==> src/rtl/rv_fetch_resp.sv <==
// Instruction-side responder: turns fetch PCs into single-outstanding bus reads and queues results for decode.
// Optional same-cycle bypass of an empty queue is enabled by defining RV_FETCH_RESP_BYPASS_EN.
module rv_fetch_resp #(
    parameter logic [31:0] RESET_ADDR = 32'h0000_0000,
    parameter int          BUF_DEPTH  = 2
) (
    input  logic        i_clk,
    input  logic        i_reset_n,
    input  logic [29:0] i_pc,
    input  logic        i_flush,
    output logic        o_stall,
    output logic        o_bus_req,
    output logic [29:0] o_bus_addr,
    input  logic        i_bus_ack,
    input  logic [31:0] i_bus_rdata,
    output logic        o_instr_valid,
    output logic [31:0] o_instr,
    output logic [29:0] o_instr_pc,
    input  logic        i_instr_ready
);
    localparam int PW = $clog2(BUF_DEPTH);
    localparam int CW = $clog2(BUF_DEPTH) + 1;
    localparam logic [PW-1:0] PTR_ONE   = PW'(1);
    localparam logic [CW-1:0] CNT_ONE   = CW'(1);
    localparam logic [CW:0]   DEPTH_CMP = (CW + 1)'(BUF_DEPTH);

    localparam logic [1:0] ST_IDLE = 2'd0;
    localparam logic [1:0] ST_BUSY = 2'd1;
    localparam logic [1:0] ST_DROP = 2'd2;

    logic [1:0]    state_r;
    logic          bus_req_r;
    logic [29:0]   bus_addr_r;
    logic [CW-1:0] cnt_r;
    logic [PW-1:0] rd_ptr_r;
    logic [PW-1:0] wr_ptr_r;
    logic [31:0]   mem_instr_r [BUF_DEPTH];
    logic [29:0]   mem_pc_r    [BUF_DEPTH];
    logic          instr_valid_r;
    logic [31:0]   instr_r;
    logic [29:0]   instr_pc_r;

    logic          busy_s;
    logic [CW:0]   occ_s;
    logic          room_s;
    logic          ack_live_s;
    logic          launch_s;
    logic          bypass_s;
    logic          push_s;
    logic          pop_s;
    logic [CW-1:0] cnt_n_s;
    logic [PW-1:0] rd_ptr_n_s;
    logic [PW-1:0] wr_ptr_n_s;
    logic [31:0]   head_instr_s;
    logic [29:0]   head_pc_s;
    logic          load_head_s;

    // Occupancy counts the in-flight kept request so a returning word always has a slot.
    assign busy_s     = (state_r == ST_BUSY);
    assign occ_s      = {1'b0, cnt_r} + {{CW{1'b0}}, busy_s};
    assign room_s     = (occ_s < DEPTH_CMP);
    assign ack_live_s = (state_r != ST_IDLE) & i_bus_ack;
    assign launch_s   = room_s & ~i_flush & ((state_r == ST_IDLE) | ack_live_s);
    assign o_stall    = ~launch_s & ~i_flush;

`ifdef RV_FETCH_RESP_BYPASS_EN
    assign bypass_s = (cnt_r == {CW{1'b0}}) & busy_s & i_bus_ack & i_instr_ready & ~i_flush;
`else
    assign bypass_s = 1'b0;
`endif

    assign push_s = busy_s & i_bus_ack & ~i_flush & ~bypass_s;
    assign pop_s  = instr_valid_r & i_instr_ready & ~i_flush;

    // Next queue pointers and occupancy; a flush empties everything.
    always_comb begin
        cnt_n_s    = cnt_r;
        rd_ptr_n_s = rd_ptr_r;
        wr_ptr_n_s = wr_ptr_r;
        if (i_flush) begin
            cnt_n_s    = {CW{1'b0}};
            rd_ptr_n_s = {PW{1'b0}};
            wr_ptr_n_s = {PW{1'b0}};
        end else begin
            if (pop_s) begin
                rd_ptr_n_s = rd_ptr_r + PTR_ONE;
            end else begin
                rd_ptr_n_s = rd_ptr_r;
            end
            if (push_s) begin
                wr_ptr_n_s = wr_ptr_r + PTR_ONE;
            end else begin
                wr_ptr_n_s = wr_ptr_r;
            end
            case ({push_s, pop_s})
                2'b10:   cnt_n_s = cnt_r + CNT_ONE;
                2'b01:   cnt_n_s = cnt_r - CNT_ONE;
                default: cnt_n_s = cnt_r;
            endcase
        end
    end

    // Next head entry; the word arriving this cycle is forwarded when it lands at the new head slot.
    always_comb begin
        head_instr_s = mem_instr_r[rd_ptr_n_s];
        head_pc_s    = mem_pc_r[rd_ptr_n_s];
        if ((push_s | bypass_s) && (wr_ptr_r == rd_ptr_n_s)) begin
            head_instr_s = i_bus_rdata;
            head_pc_s    = bus_addr_r;
        end else begin
            head_instr_s = mem_instr_r[rd_ptr_n_s];
            head_pc_s    = mem_pc_r[rd_ptr_n_s];
        end
    end

    assign load_head_s = (cnt_n_s != {CW{1'b0}}) | bypass_s;

    // Bus request state: launch, completion and flush-to-drop handling.
    always_ff @(posedge i_clk or negedge i_reset_n) begin
        if (!i_reset_n) begin
            state_r    <= ST_IDLE;
            bus_req_r  <= 1'b0;
            bus_addr_r <= RESET_ADDR[31:2];
        end else if (i_flush) begin
            if ((state_r != ST_IDLE) && !i_bus_ack) begin
                state_r   <= ST_DROP;
                bus_req_r <= 1'b1;
            end else begin
                state_r   <= ST_IDLE;
                bus_req_r <= 1'b0;
            end
        end else if (launch_s) begin
            state_r    <= ST_BUSY;
            bus_req_r  <= 1'b1;
            bus_addr_r <= i_pc;
        end else if (ack_live_s) begin
            state_r   <= ST_IDLE;
            bus_req_r <= 1'b0;
        end else begin
            state_r   <= state_r;
            bus_req_r <= bus_req_r;
        end
    end

    // Instruction queue storage and registered head outputs.
    always_ff @(posedge i_clk or negedge i_reset_n) begin
        if (!i_reset_n) begin
            cnt_r         <= {CW{1'b0}};
            rd_ptr_r      <= {PW{1'b0}};
            wr_ptr_r      <= {PW{1'b0}};
            instr_valid_r <= 1'b0;
            instr_r       <= 32'h0000_0000;
            instr_pc_r    <= 30'h0000_0000;
            for (int i = 0; i < BUF_DEPTH; i++) begin
                mem_instr_r[i] <= 32'h0000_0000;
                mem_pc_r[i]    <= 30'h0000_0000;
            end
        end else begin
            cnt_r         <= cnt_n_s;
            rd_ptr_r      <= rd_ptr_n_s;
            wr_ptr_r      <= wr_ptr_n_s;
            instr_valid_r <= (cnt_n_s != {CW{1'b0}});
            if (push_s) begin
                mem_instr_r[wr_ptr_r] <= i_bus_rdata;
                mem_pc_r[wr_ptr_r]    <= bus_addr_r;
            end
            if (load_head_s) begin
                instr_r    <= head_instr_s;
                instr_pc_r <= head_pc_s;
            end
        end
    end

    assign o_bus_req     = bus_req_r;
    assign o_bus_addr    = bus_addr_r;
    assign o_instr_valid = instr_valid_r | bypass_s;
    assign o_instr       = bypass_s ? i_bus_rdata : instr_r;
    assign o_instr_pc    = bypass_s ? bus_addr_r : instr_pc_r;

endmodule

==> config.mk <==
export PLATFORM = sky130hd
export DESIGN_NAME = rv_fetch_resp
export DESIGN_NICKNAME = d
export VERILOG_FILES = /design/src/rtl/rv_fetch_resp.sv
export SDC_FILE = /design/constraint.sdc
export NUM_CORES = 1
export LEC_CHECK = 0
export CORE_ASPECT_RATIO = 0.5
export CORE_MARGIN = 8
export CORE_UTILIZATION = 40
export CTS_CLUSTER_SIZE = 8
export DETAILED_ROUTE_END_ITERATION = 10
export HOLD_SLACK_MARGIN = 0.06
export PLACE_DENSITY = 0.62
export SETUP_SLACK_MARGIN = 0.3
export SLEW_MARGIN = 20
export SYNTH_ARGS = -nofsm -noshare
export SYNTH_HDL_FRONTEND = slang
export SYNTH_SLANG_ARGS = --single-unit
==> constraint.sdc <==
create_clock -name i_clk -period 5.87 [get_ports i_clk]
set_input_delay 0.8805 -clock i_clk [delete_from_list [all_inputs] [get_ports i_clk]]
set_output_delay 0.8805 -clock i_clk [all_outputs]
set_load 0.01 [all_outputs]
=== Yosys cells after proc, flatten, opt, wreduce, memory -nomap -nowiden ===
Cells that the tools add are included.

* Flip-flop bits (word level): 224
* Bits in latches: 0
* Bits in writable memories: 0
* Memory bits (read-only): 0
* Bits of input ports: 67
* Output and inout port bits: 95
* Word-level logic and storage cells: 77
* Memories kept: 0

* Add/subtract/negate cells: 5
* Multiply operators: 0
* Div/mod/pow operators: 0
* Order comparisons: 4
* Equality and inequality tests: 4
* Shifts and indexed selects: 0
* Multiplexer cells: 28
* Bitwise operators: 13
* Reductions and logical operators: 10

{| class="wikitable"
|+ Operator list
! kind !! count
|-
| 2-to-1 mux 32 bit || 5
|-
| 2-to-1 mux 30 bit || 5
|-
| bitwise mux 64 bit || 1
|-
| bitwise mux 60 bit || 1
|-
| demux 32 bit (select 1 bit) || 1
|-
| demux 30 bit (select 1 bit) || 1
|-
| 2-to-1 mux 2 bit || 5
|-
| bitwise AND 1 bit || 8
|-
| 2-to-1 mux 1 bit || 8
|-
| nonzero test 2 bit || 3
|-
| equality test 2 x 1 -> 1 bit (second input constant) || 2
|-
| >= comparator 2 bit (second input constant) || 2
|-
| NOT 1 -> 2 bit || 2
|-
| one-hot mux 2 bit (2 select lines) || 1
|-
| adder 2 x 1 -> 3 bit || 1
|-
| logical AND 1 bit || 3
|-
| < comparator 3 x 2 -> 1 bit (second input constant) || 1
|-
| nonzero test 3 bit || 1
|-
| adder 1 bit (second input constant) || 2
|-
| adder 2 x 1 -> 2 bit (second input constant) || 1
|-
| equality test 2 bit (second input constant) || 1
|-
| logical NOT 2 bit || 1
|-
| < comparator 2 x 1 -> 1 bit (second input constant) || 1
|-
| NOT 1 bit || 2
|-
| 5 further kinds || 5
|}

=== Logic depth before layout (Yosys ltp) ===
Gate-level depths: netlist of the first run.

* Depth after elaboration: 9
* Mapped depth: 10
* Depth with buffers taken out: 8

=== Worst setup path after synthesis of the first run ===
No wires, ideal clock.

* Path kind: input to register
* Start point: in i_flush
* End point: reg instr_r[0] (netlist: o_instr[0])
* Library setup time: 0.076 ns
* Data arrival time: 2.659 ns
* Required time: 5.794 ns
* Path slack: 3.134 ns
* Stages on the path: 9
* Buffers on the path: 3
* Cell sequence: clkbuf_1 > nor2_1 > ha_1 > nor3b_1 > a211o_1 > buf_4 > clkbuf_1 > a32oi_1 > o21ai_1

* Longest elaborated chain between the ends: 9
* Elaborated cells on any way between the ends: 17
* Classes of those cells: 3 x eq/ne; 8 x mux; 4 x bitwise; 2 x reduce/logical

{| class="wikitable"
|+ RTL lines
! element !! line !! RTL
|-
| start, declared || 10 || <nowiki>input logic i_flush,</nowiki>
|-
| NOT 1 bit (no source line) || -- ||
|-
| bitwise AND 1 bit || 73 || <nowiki>assign pop_s = instr_valid_r & i_instr_ready & ~i_flush;</nowiki>
|-
| 2-to-1 mux 1 bit || 85 || <nowiki>if (pop_s) begin</nowiki>
|-
| 2-to-1 mux 1 bit || 80 || <nowiki>if (i_flush) begin</nowiki>
|-
| NOT 1 -> 2 bit (implied by the code) || 111 || <nowiki>head_instr_s = mem_instr_r[rd_ptr_n_s];</nowiki>
|-
| 2-to-1 mux 32 bit (implied by the code) (3 in a row) || 111 ||
|-
| 2-to-1 mux 32 bit || 107 || <nowiki>if ((push_s | bypass_s) && (wr_ptr_r == rd_ptr_n_s)) begin</nowiki>
|-
| end signal, assigned || 168 || <nowiki>instr_r <= head_instr_s;</nowiki>
|-
| end, declared || 40 || <nowiki>logic [31:0] instr_r;</nowiki>
|}

Parallel ways exist; a longest one is shown, timed or not. The select of a mux whose other input is x is not followed.
A chain may end at the register's enable or synchronous reset.

=== Worst setup path after layout of the first run ===
* Start point: in i_flush
* End point: reg instr_r[7] (netlist: o_instr[7])

Same word-level chain as after synthesis.

==> results of run 1 <==
==> worst max-delay path: cells and delay by family <==
| family | cells | cell delay [ns] |
|---|---|---|
| fa+ha+maj | 1 | 0.35 |
| simple gates | 2 | 0.84 |
| buf+inv | 3 | 1.51 |
| compound gates | 3 | 0.46 |
==> where the power goes <==
part | switching (mW) | internal, mW
clock network | 0.605 | 0.916
logic | 0.652 | 0.951
registers | 0.353 | 2.14
total | 1.61 | 4.00
==> cell usage in the layout, fill, tap and decap left out <==
master,synthesis,final
a211o_2,0,1
a211oi_4,1,1
a21bo_2,1,1
a21o_1,1,1
a21o_4,1,1
a21oi_1,5,4
a21oi_4,0,1
a32oi_1,62,62
buf_12,0,2
buf_4,7,7
buf_8,0,1
clkbuf_16,0,31
clkdlybuf4s50_1,0,160
dfrtp_1,224,224
ha_1,1,1
inv_1,1,1
inv_2,1,1
inv_6,0,1
mux2_2,154,154
mux2i_1,62,62
nand2_1,3,2
nand2_4,0,1
nand2b_1,1,1
nand3b_1,2,2
nor2_1,6,6
nor2_4,0,1
nor2b_1,2,2
nor3_1,1,1
nor3_4,1,2
nor3b_1,2,2
o21ai_0,10,10
o21ai_1,54,54
or2_2,1,1
or3_1,1,1
xnor2_1,2,2
xnor2_4,0,1
xor2_1,2,2
==> area by class of cell <==
class	instances	area [µm²]
Fill cell	1998	10900
Sequential cell	224	5610
Multi-Input combinational cell	380	3540
Timing Repair Buffer	170	1710
Clock buffer	31	776
Tap cell	307	384
Clock inverter	1	8.76
Inverter	2	7.51
==> per-stage QoR <==
step	std cells	instance area (µm²)	total power, mW	utilization [%]	worst slack (ns)
floorplan	654	9400	3.28	-	3.13
global placement	1083	11200	4.08	49.1	1.82
detailed placement	1083	11200	4.15	49.1	1.70
CTS	1115	12000	5.71	52.5	2.24
global route	1115	12000	5.94	52.5	2.03
finish	1115	12000	5.61	52.5	2.24
==> sequential cells by signal, summed over array words and instances, names as in the netlist, 2 cells and up <==
name and count:
o_instr_pc 30, o_bus_addr 30, state_r 2, mem_instr_r 64, mem_pc_r 60, cnt_r 2
o_instr 32
==> cell families (layout without fill, tap and decap cells) <==
| group | after synthesis | in the layout | synth area share [%] |
|---|---|---|---|
| buf+inv | 50 | 204 | 3.12 |
| fa+ha+maj | 1 | 1 | 0.133 |
| simple gates | 22 | 22 | 1.41 |
| compound gates | 136 | 136 | 10.1 |
| mux | 216 | 216 | 25.1 |
| flops | 224 | 224 | 59.6 |
| xor+xnor | 5 | 5 | 0.546 |
==> cell usage after synthesis (all sizes together) <==
| library cell | count | area share [%] |
|---|---|---|
| a21bo | 1 | 0.11 |
| xnor2 | 3 | 0.36 |
| or2 | 1 | 0.067 |
| a21oi | 5 | 0.27 |
| nand2b | 1 | 0.067 |
| or3 | 1 | 0.067 |
| inv | 2 | 0.080 |
| a211oi | 1 | 0.21 |
| dfrtp | 224 | 60 |
| nor3b | 2 | 0.16 |
| mux2i | 62 | 6.6 |
| a21o | 2 | 0.24 |
| o21ai | 64 | 3.4 |
| a32oi | 62 | 5.8 |
| mux2 | 154 | 18 |
| nor2 | 7 | 0.31 |
| nor3 | 3 | 0.33 |
| buf | 35 | 2.5 |
| clkbuf | 13 | 0.52 |
| nand3b | 2 | 0.16 |
| xor2 | 2 | 0.19 |
| nand2 | 3 | 0.12 |
| nor2b | 2 | 0.13 |
| a211o | 1 | 0.093 |
| ha | 1 | 0.13 |
==> worst min path at each step <==
| stage | slack [ns] | startpoint | cells past startpoint | to |
|---|---|---|---|---|
| 3_3_place_gp | 0.47 | o_instr_pc[29] | 2 | o_instr_pc[29] |
| 2_1_floorplan | 0.48 | mem_instr_r[0] | 1 | mem_instr_r[0] |
| 4_1_cts | 0.46 | i_reset_n | 1 | o_bus_addr[7] |
| 3_5_place_dp | 0.48 | o_instr_pc[29] | 2 | o_instr_pc[29] |
| 5_1_grt | 0.49 | i_reset_n | 1 | o_instr_pc[7] |
| 6_report | 0.42 | i_reset_n | 1 | o_bus_addr[7] |
==> layer usage <==
layer | up-vias | wire (µm)
li1 | 2748 | -
met1 | 3213 | 10100
met2 | 110 | 11900
met3 | 38 | 1100
met4 | 0 | 387
met5 | - | 0
==> results by group, run 1 <==
Outcome
  – Status: finished, final reports clean

STA
  – Max-slew violations: 0
  – Setup TNS Final: 0 ns
  – Fmax: ~280 MHz
  – Clk_skew: between 0.01 and 0.015 ns
  – RSZ-0062 raised after global routing: no
  – Endpoints failing setup: 0
  – Slew @ Worst Pin: between 1 and 1.5 ns
  – Final Hold Vio Count: 0
  – Max_slew headroom: between 20% and 30%
  – Final period util: slightly above 60%
  – Fin crit period: 3.63 ns
  – Final hold slack: roughly 0.42 ns

Clocking
  – Clock transition at path regs: around 0.050 ns
  – Post-CTS setup buffer count: 0
  – Post-cts resize count: 0
  – Clock sink total: about 220
  – Num CTS Buffers: 31
  – Root buffer cell: clkbuf_16
  – Max Buffers Root-to-Sink: 3
  – Worst-Skew Late Latency: approximately 0.55 ns
  – H-tree levels: 1
  – CTS tree: yes
  – Hold buffers post-CTS: 0

GRT
  – GRT Residual Overflow: 0
  – First-pass GRT wire length: 37.9 mm
  – Initial antenna violation count: 0
  – Vias in the first global route: roughly 6500
  – GRT busiest layer: met2
  – GR Util met1: 20.6%
  – Largest net degree at the start of global routing: approximately 120
  – Met2 GRT Util: 27.3%
  – GRT Total Usage: between 15 and 20%
  – Met3 Use GR: slightly below 4%

Finish
  – Share of cells above drive strength 1: between 20% and 30%
  – Synthesis-to-finish area growth: 28.0%
  – Final nets: between 800 and 900
  – Ant diodes: 0

Drt
  – DRT iter0 DRCs: ~360
  – Drc violations: 0
  – Drt total wl: roughly 24 mm
  – First-pass iteration count of the detailed router: 4
  – Vias per cell: 5.48
  – Wire per inst: between 20 and 25 µm
  – ANT nets after route: 0
  – Vias: a little over 6000

Place
  – Detailed placement HPWL: 13.9 mm
  – PortBufs: about 160
  – Routability cong.: between 0.7 and 0.8

Synthesis
  – Netlist cell types: 34
  – Avg Cell Area, Syn: about 14 µm²
  – Post-synthesis sequential area ratio: about three fifths
  – YS warnings: 0
  – Seq cells post-synth: approximately 220
  – Syn_nets: around 720
  – Synthesized instance count: 654
  – Post-Synthesis Cell Area: 9400 µm²

Floorplanning
  – Core Rows: 39
  – Die width: 233 µm
  – Die Footprint: ~29000 µm²
  – I/O pin count: between 150 and 200
  – Starting Density: between 40% and 50%
  – Die Y: approximately 120 µm
  – Placeable Area: around 23000 µm²

Setup path
  – Crit path kind: in -> reg
  – Capturing element type of the critical path: flip-flop
  – CP max-delay cell: clkdlybuf4s50_1
  – Worst EP required: 6.32 ns
  – CP Cell Sequence: clkdlybuf4s50_1 -> nor3_4 -> inv_2 -> ha_1 -> nor3b_1 -> a211o_2 -> buf_4 -> a32oi_1 -> o21ai_1
  – Worst Path Max Fanout: 63
  – Crit-path max cell delay: 0.73 ns
  – Reg-to-reg critical path endpoint: o_instr[7]
  – R2R Setup Slk: roughly 3.0 ns
  – Worst Setup SP: i_flush
  – CP startpoint kind: input pin
  – Worst flop-to-flop path startpoint: state_r[0]
  – Worst Setup EP: o_instr[7]
  – Crit path arrival time: 4.07 ns
  – FF-to-FF path depth: 9

Hold path
  – Min-Delay Path Class: in -> async

Power and ir drop
  – Pwr Density: roughly 470 nW/µm²
  – LEAKAGE: between 4 and 5 nW
  – Max IR drop VDD: 0.000204 V

Flow run
  – Max Cap Viol: 0
(Power assumes the default switching activity.)
==> run 2, diff against run 1 <==
Clock period 5.87 ns to 3.7 ns, I/O delays scaled along.
==> run 2 against run 1 <==
Hold slack got worse by 0.34 ns; setup slack got worse by 1.6 ns; clock power rose by 57%; utilization rose by 0.33 points; clock-buffer cell count did not move; via count rose by 1.0%; sequential share of layout area fell by 0.29 points; sequential cell count did not move; final cell count rose by 0.63%; sequential power rose by 59%; first-iteration DRC count fell by 9.1%; power rose by 58%.
==> results by group, run 2 (synthesis gave the netlist of run 1 again) <==
Clocking
  – Clock transition at path regs: 0.05 ns (about the same)
  – Num CTS Buffers: 31 (unchanged)
  – H-tree levels: 1 (unchanged)
  – CTS tree: yes
  – Hold buffers post-CTS: 0 (unchanged)
  – Post-cts resize count: 0 (unchanged)
  – Worst-Skew Late Latency: 0.54 ns (about the same)
  – Clock sink total: 224 (unchanged)
  – Max Buffers Root-to-Sink: 3 (unchanged)
  – Post-CTS setup buffer count: 0 (unchanged)
  – Root buffer cell: clkbuf_16

Floorplanning
  – Die Footprint: 29000 µm² (unchanged)
  – I/O pin count: 162 (unchanged)
  – Core Rows: 39 (unchanged)
  – Die width: 233 µm (unchanged)
  – Starting Density: 41.0% (unchanged)
  – Die Y: 124 µm (unchanged)
  – Placeable Area: 22900 µm² (unchanged)

STA
  – Setup TNS Final: 0 ns (unchanged)
  – Fmax: roughly 330 MHz
  – Final period util: 82.0%
  – Worst Setup Slack, final: 0.666 ns (-1.58 ns)
  – Max-slew violations: 0 (unchanged)
  – Slew @ Worst Pin: 1.01 ns (-0.114 ns)
  – Endpoints failing setup: 0 (unchanged)
  – RSZ-0062 raised after global routing: no
  – Clk_skew: 0.00971 ns (-0.00479 ns)
  – Final Hold Vio Count: 0 (unchanged)
  – Max_slew headroom: 32.3% (+7.7 points)
  – Fin crit period: about 3 ns

Power and ir drop
  – Pwr Density: 734 nW/µm² (+57%)
  – Max IR drop VDD: 0.000420 V (+110%)
  – LEAKAGE: 4.98 nW (+0.92%)

Setup path
  – Capturing element type of the critical path: flip-flop
  – Worst Setup SP: i_bus_ack
  – Worst Path Max Fanout: 62 (-1.6%)
  – Crit path kind: in -> reg
  – Crit path arrival time: 3.41 ns (-0.66 ns)
  – Worst EP required: 4.07 ns (-2.25 ns)
  – Worst flop-to-flop path startpoint: state_r[0]
  – CP startpoint kind: input pin

Drt
  – Met2 routed WL: 11.8 mm (-1.1%)
  – Drt total wl: 23.4 mm (-0.57%)
  – First-pass iteration count of the detailed router: 4 (unchanged)
  – Top layer in use: met4
  – Vias per cell: 5.50 (+0.42%)
  – M1 WL: 10.2 mm (+1.2%)
  – ANT nets after route: 0 (unchanged)
  – Routed met3 length: 943 µm (-14%)
  – Wire per inst: 20.8 µm (-1.2%)
  – DRT iter0 DRCs: 331 (-9.1%)
  – Drc violations: 0 (unchanged)
  – Vias: 6173 (+1.0%)

Finish
  – Share of cells above drive strength 1: 26.4% (+0.64 points)
  – Multi-input combinational cell area: 3540 µm² (unchanged)
  – FF/Latch Area: 5610 µm² (unchanged)
  – Ant diodes: 0 (unchanged)
  – Top reg by flops: mem_instr_r
  – Commonest non-fill, non-tap cells in the layout: 224 x dfrtp_1, 160 x clkdlybuf4s50_1, 154 x mux2_2
  – Number of flip-flops in the largest register: 64 (unchanged)
  – Most common cell after layout, fill and taps aside: dfrtp_1
  – Synthesis-to-finish area growth: 28.8%
  – Final nets: 885 (+0.91%)
  – Fill cells: 1943 (-2.8%)

GRT
  – Largest net degree at the start of global routing: 112 (-8.2%)
  – Initial antenna violation count: 0 (unchanged)
  – Vias in the first global route: 6794 (+4.0%)
  – GRT Residual Overflow: 0 (unchanged)
  – GRT Total Usage: 16.4% (+0.36 points)
  – First-pass GRT wire length: 38.7 mm (+2.2%)

Place
  – Detailed placement HPWL: 14.2 mm (+2.3%)
  – Dpl ws: 0.136 ns (-1.56 ns)
  – PortBufs: 161 (unchanged)
  – Routability cong.: 0.710 (+1.1%)

Outcome
  – Status: finished, final reports clean

Flow run
  – Max Cap Viol: 0 (unchanged)

Hold path
  – Min-Delay Path Class: in -> async
run 2: changes by cell type in the layout (fill, tap and decap cells not counted):
| cell | previous run | this run |
|---|---|---|
| buf_12 | 2 | 4 |
| buf_4 | 7 | 13 |
| inv_6 | 1 | 0 |
run 2: final cells by class:
type                       instances  share of cell area [%]
inverter                           2                  0.0620
tap                              307                    3.17
multi-input combinational        380                    29.3
sequential                       224                    46.3
clock buffer                      31                    6.41
timing repair buffer             178                    14.8
run 2: critical path: stages:
cell	delay (ns)
clkdlybuf4s50_1	0.56
nand2_1	0.12
nor3_4	0.24
inv_2	0.12
ha_1	0.35
nor2b_1	0.33
a211o_2	0.27
a21o_4	0.64
o21ai_0	0.22
run 2: power breakdown:
group / switching [mW] / leakage (nW) / internal (mW)
Clock: 0.937 / 0.382 / 1.45
Sequential: 0.564 / 2.78 / 3.39
Combinational: 1.03 / 1.82 / 1.52
run 2: per-layer routing:
| layer | up-vias | GRT usage [%] |
|---|---|---|
| li1 | 2771 | - |
| met1 | 3267 | 21.1 |
| met2 | 101 | 27.6 |
| met3 | 34 | 3.75 |
| met4 | 0 | 4.18 |
| met5 | - | 0 |
run 2: per-stage QoR:
step                      total power [mW]  std cells  util [%]  instance area [µm²]  hold slack [ns]
after floorplan                       5.21        654         -                 9400            0.259
after CTS                             9.04       1122      52.8                12100            0.112
after global routing                  9.45       1122      52.8                12100            0.147
final                                 8.89       1122      52.8                12100           0.0844
after detailed placement              6.59       1091      49.4                11300            0.482
after global placement                6.49       1091      49.4                11300            0.473
run 2: final timing paths:
| check | to | slack, ns | depth (start not counted) |
|---|---|---|---|
| setup / recovery | o_instr_pc[18] | 0.67 | 9 |
| min in group i_clk | o_instr[24] | 0.49 | 2 |
| hold reg to reg | o_instr[24] | 0.49 | 2 |
| max in group asynchronous | o_instr_pc[28] | 2.67 | 2 |
| setup reg to reg | o_instr_pc[18] | 0.84 | 8 |
| hold / removal | o_bus_addr[7] | 0.08 | 1 |
==> run 3, diff against run 2 <==
Clock period 3.7 ns to 3.02 ns, I/O delays scaled along.
==> run 3 against run 2 <==
First-iteration DRC count shrank 12%; global-route usage shrank 0.31 points; clock skew rose by 0.0076 ns; combinational power increased by 23%; via count rose by 1.4%; wire length rose by 1.2%; utilization is 0.55 points higher; setup slack lost 0.26 ns; design area is 1.0% higher; clock power is 24% higher; power grew 23%; critical path depth decreased by 1.
==> results by group, run 3 (synthesis gave the netlist of run 1 again) <==
Clocking
  – Worst-Skew Late Latency: 0.54 ns (about the same)
  – Clock sink total: 224 (unchanged)
  – Post-cts resize count: 0 (unchanged)
  – Root buffer cell: clkbuf_16
  – Num CTS Buffers: 31 (unchanged)
  – CTS tree: yes
  – H-tree levels: 1 (unchanged)
  – Max Buffers Root-to-Sink: 3 (unchanged)
  – Clock transition at path regs: 0.05 ns (about the same)

Floorplanning
  – Core Rows: 39 (unchanged)
  – Die Footprint: 29000 µm² (unchanged)
  – Die width: 233 µm (unchanged)
  – Die Y: 124 µm (unchanged)
  – Placeable Area: 22900 µm² (unchanged)
  – I/O pin count: 162 (unchanged)
  – Starting Density: 41.0% (unchanged)

Setup path
  – Crit path arrival time: 3.00 ns (-0.41 ns)
  – Worst Path Max Fanout: 31 (-50%)
  – CP startpoint kind: flip-flop
  – Crit path kind: reg -> reg
  – Worst EP required: 3.40 ns (-0.67 ns)
  – Capturing element type of the critical path: flip-flop
  – R2R Setup Slk: 0.40 ns (-0.44 ns)

Drt
  – Vias: 6257 (+1.4%)
  – First-pass iteration count of the detailed router: 4 (unchanged)
  – Wire per inst: 20.9 µm (+0.22%)
  – ANT nets after route: 0 (unchanged)
  – DRT iter0 DRCs: 290 (-12%)
  – Vias per cell: 5.52 (+0.38%)
  – Drt total wl: 23.7 mm (+1.2%)
  – Drc violations: 0 (unchanged)

Power and ir drop
  – Max IR drop VDD: 0.000407 V (-2.9%)
  – Overall power: 10.9 mW (+23%)
  – Pwr Density: 892 nW/µm² (+21%)
  – LEAKAGE: 5.04 nW (+1.2%)

Finish
  – Most common cell after layout, fill and taps aside: dfrtp_1
  – Non-filler instance count after layout: 1133 (+0.98%)
  – Final design instance area without fill: 12200 µm² (+1.0%)
  – Fill cells: 1949 (+0.31%)
  – Top reg by flops: mem_instr_r
  – Final nets: 895 (+1.1%)
  – Commonest non-fill, non-tap cells in the layout: 224 x dfrtp_1, 160 x clkdlybuf4s50_1, 154 x mux2_2
  – Ant diodes: 0 (unchanged)
  – Layout Utilization: 53.3% (+0.55 points)
  – Number of flip-flops in the largest register: 64 (unchanged)
  – Synthesis-to-finish area growth: 30.2%
  – Share of cells above drive strength 1: 27.2% (+0.86 points)

STA
  – Final period util: 86.7%
  – Max-slew violations: 0 (unchanged)
  – Final hold slack: 0.482 ns (+0.398 ns)
  – Fmax: between 300 and 400 MHz
  – Fin crit period: roughly 2.6 ns
  – Max_slew headroom: 38.7% (+6.4 points)
  – Final Hold Vio Count: 0 (unchanged)
  – Setup TNS Final: 0 ns (unchanged)
  – Endpoints failing setup: 0 (unchanged)
  – Slew @ Worst Pin: 0.920 ns (-0.0951 ns)
  – Clk_skew: 0.0173 ns (+0.00757 ns)
  – Worst Setup Slack, final: 0.402 ns (-0.263 ns)
  – RSZ-0062 raised after global routing: yes

GRT
  – Largest net degree at the start of global routing: 110 (-1.8%)
  – GRT Residual Overflow: 0 (unchanged)
  – Vias in the first global route: 6679 (-1.7%)
  – GRT Total Usage: 16.1% (-0.31 points)
  – Initial antenna violation count: 0 (unchanged)
  – First-pass GRT wire length: 38.2 mm (-1.2%)

Place
  – Routability cong.: 0.730 (+2.8%)
  – Dpl ws: -0.0748 ns (-0.211 ns)
  – PortBufs: 161 (unchanged)
  – # placed instances: 1099 (+0.73%)
  – Placed Instance Area: 11400 µm² (+0.86%)
  – Detailed placement HPWL: 14.4 mm (+1.1%)

Hold path
  – Min-Delay Path Class: reg -> reg

Flow run
  – Max Cap Viol: 0 (unchanged)

Outcome
  – Status: finished, final reports clean
-- run 3: worst paths after layout --
check                          startpoint               to  cells past startpoint
max                            state_r[0]   o_instr_pc[21]                      8
min                        o_instr_pc[18]   o_instr_pc[18]                      2
max reg2reg                    state_r[0]   o_instr_pc[21]                      8
min reg2reg                o_instr_pc[18]   o_instr_pc[18]                      2
max in group asynchronous       i_reset_n  mem_instr_r[51]                      3
min in group asynchronous       i_reset_n    o_bus_addr[8]                      2
-- run 3: power breakdown --
group	switching (mW)	internal, mW	leakage, nW	total, mW
logic	1.27	1.87	1.87	3.13
registers	0.680	4.16	2.78	4.84
clock network	1.16	1.78	0.387	2.94
-- run 3: repair_timing --
action	4_1_cts	5_1_grt
endpoints found under the setup margin	0	9
setup buffers	0	0
hold buffers	1	0
hold endpoints to repair	105	0
-- run 3: metal layers --
layer  global-route usage, %  vias to the layer above  part of all wire (%)
met3                    3.75                       41                   4.1
met2                    27.0                       95                    50
li1                        -                     2798                     -
met1                    20.8                     3323                    44
met5                       0                        -                     0
met4                    3.96                        0                   2.0
-- run 3: worst max-delay path, stage by stage, from the launching register on --
cell     delay (ns)
dfrtp_1        0.42
nand2_1        0.12
nor3_4         0.15
inv_2          0.06
ha_1           0.33
nor3b_1        0.31
a211o_2        0.20
a21o_2         0.71
o21ai_1        0.17
-- run 3: area by class of cell --
| cell class | count | area (µm²) | share of cell area (%) |
|---|---|---|---|
| timing repair buffer | 187 | 1900 | 15.5 |
| sequential | 224 | 5610 | 45.8 |
| tap | 307 | 384 | 3.14 |
| multi-input combinational | 381 | 3550 | 29.0 |
| inverter | 2 | 7.51 | 0.0614 |
| clock buffer | 31 | 776 | 6.34 |
| clock inverter | 1 | 8.76 | 0.0716 |
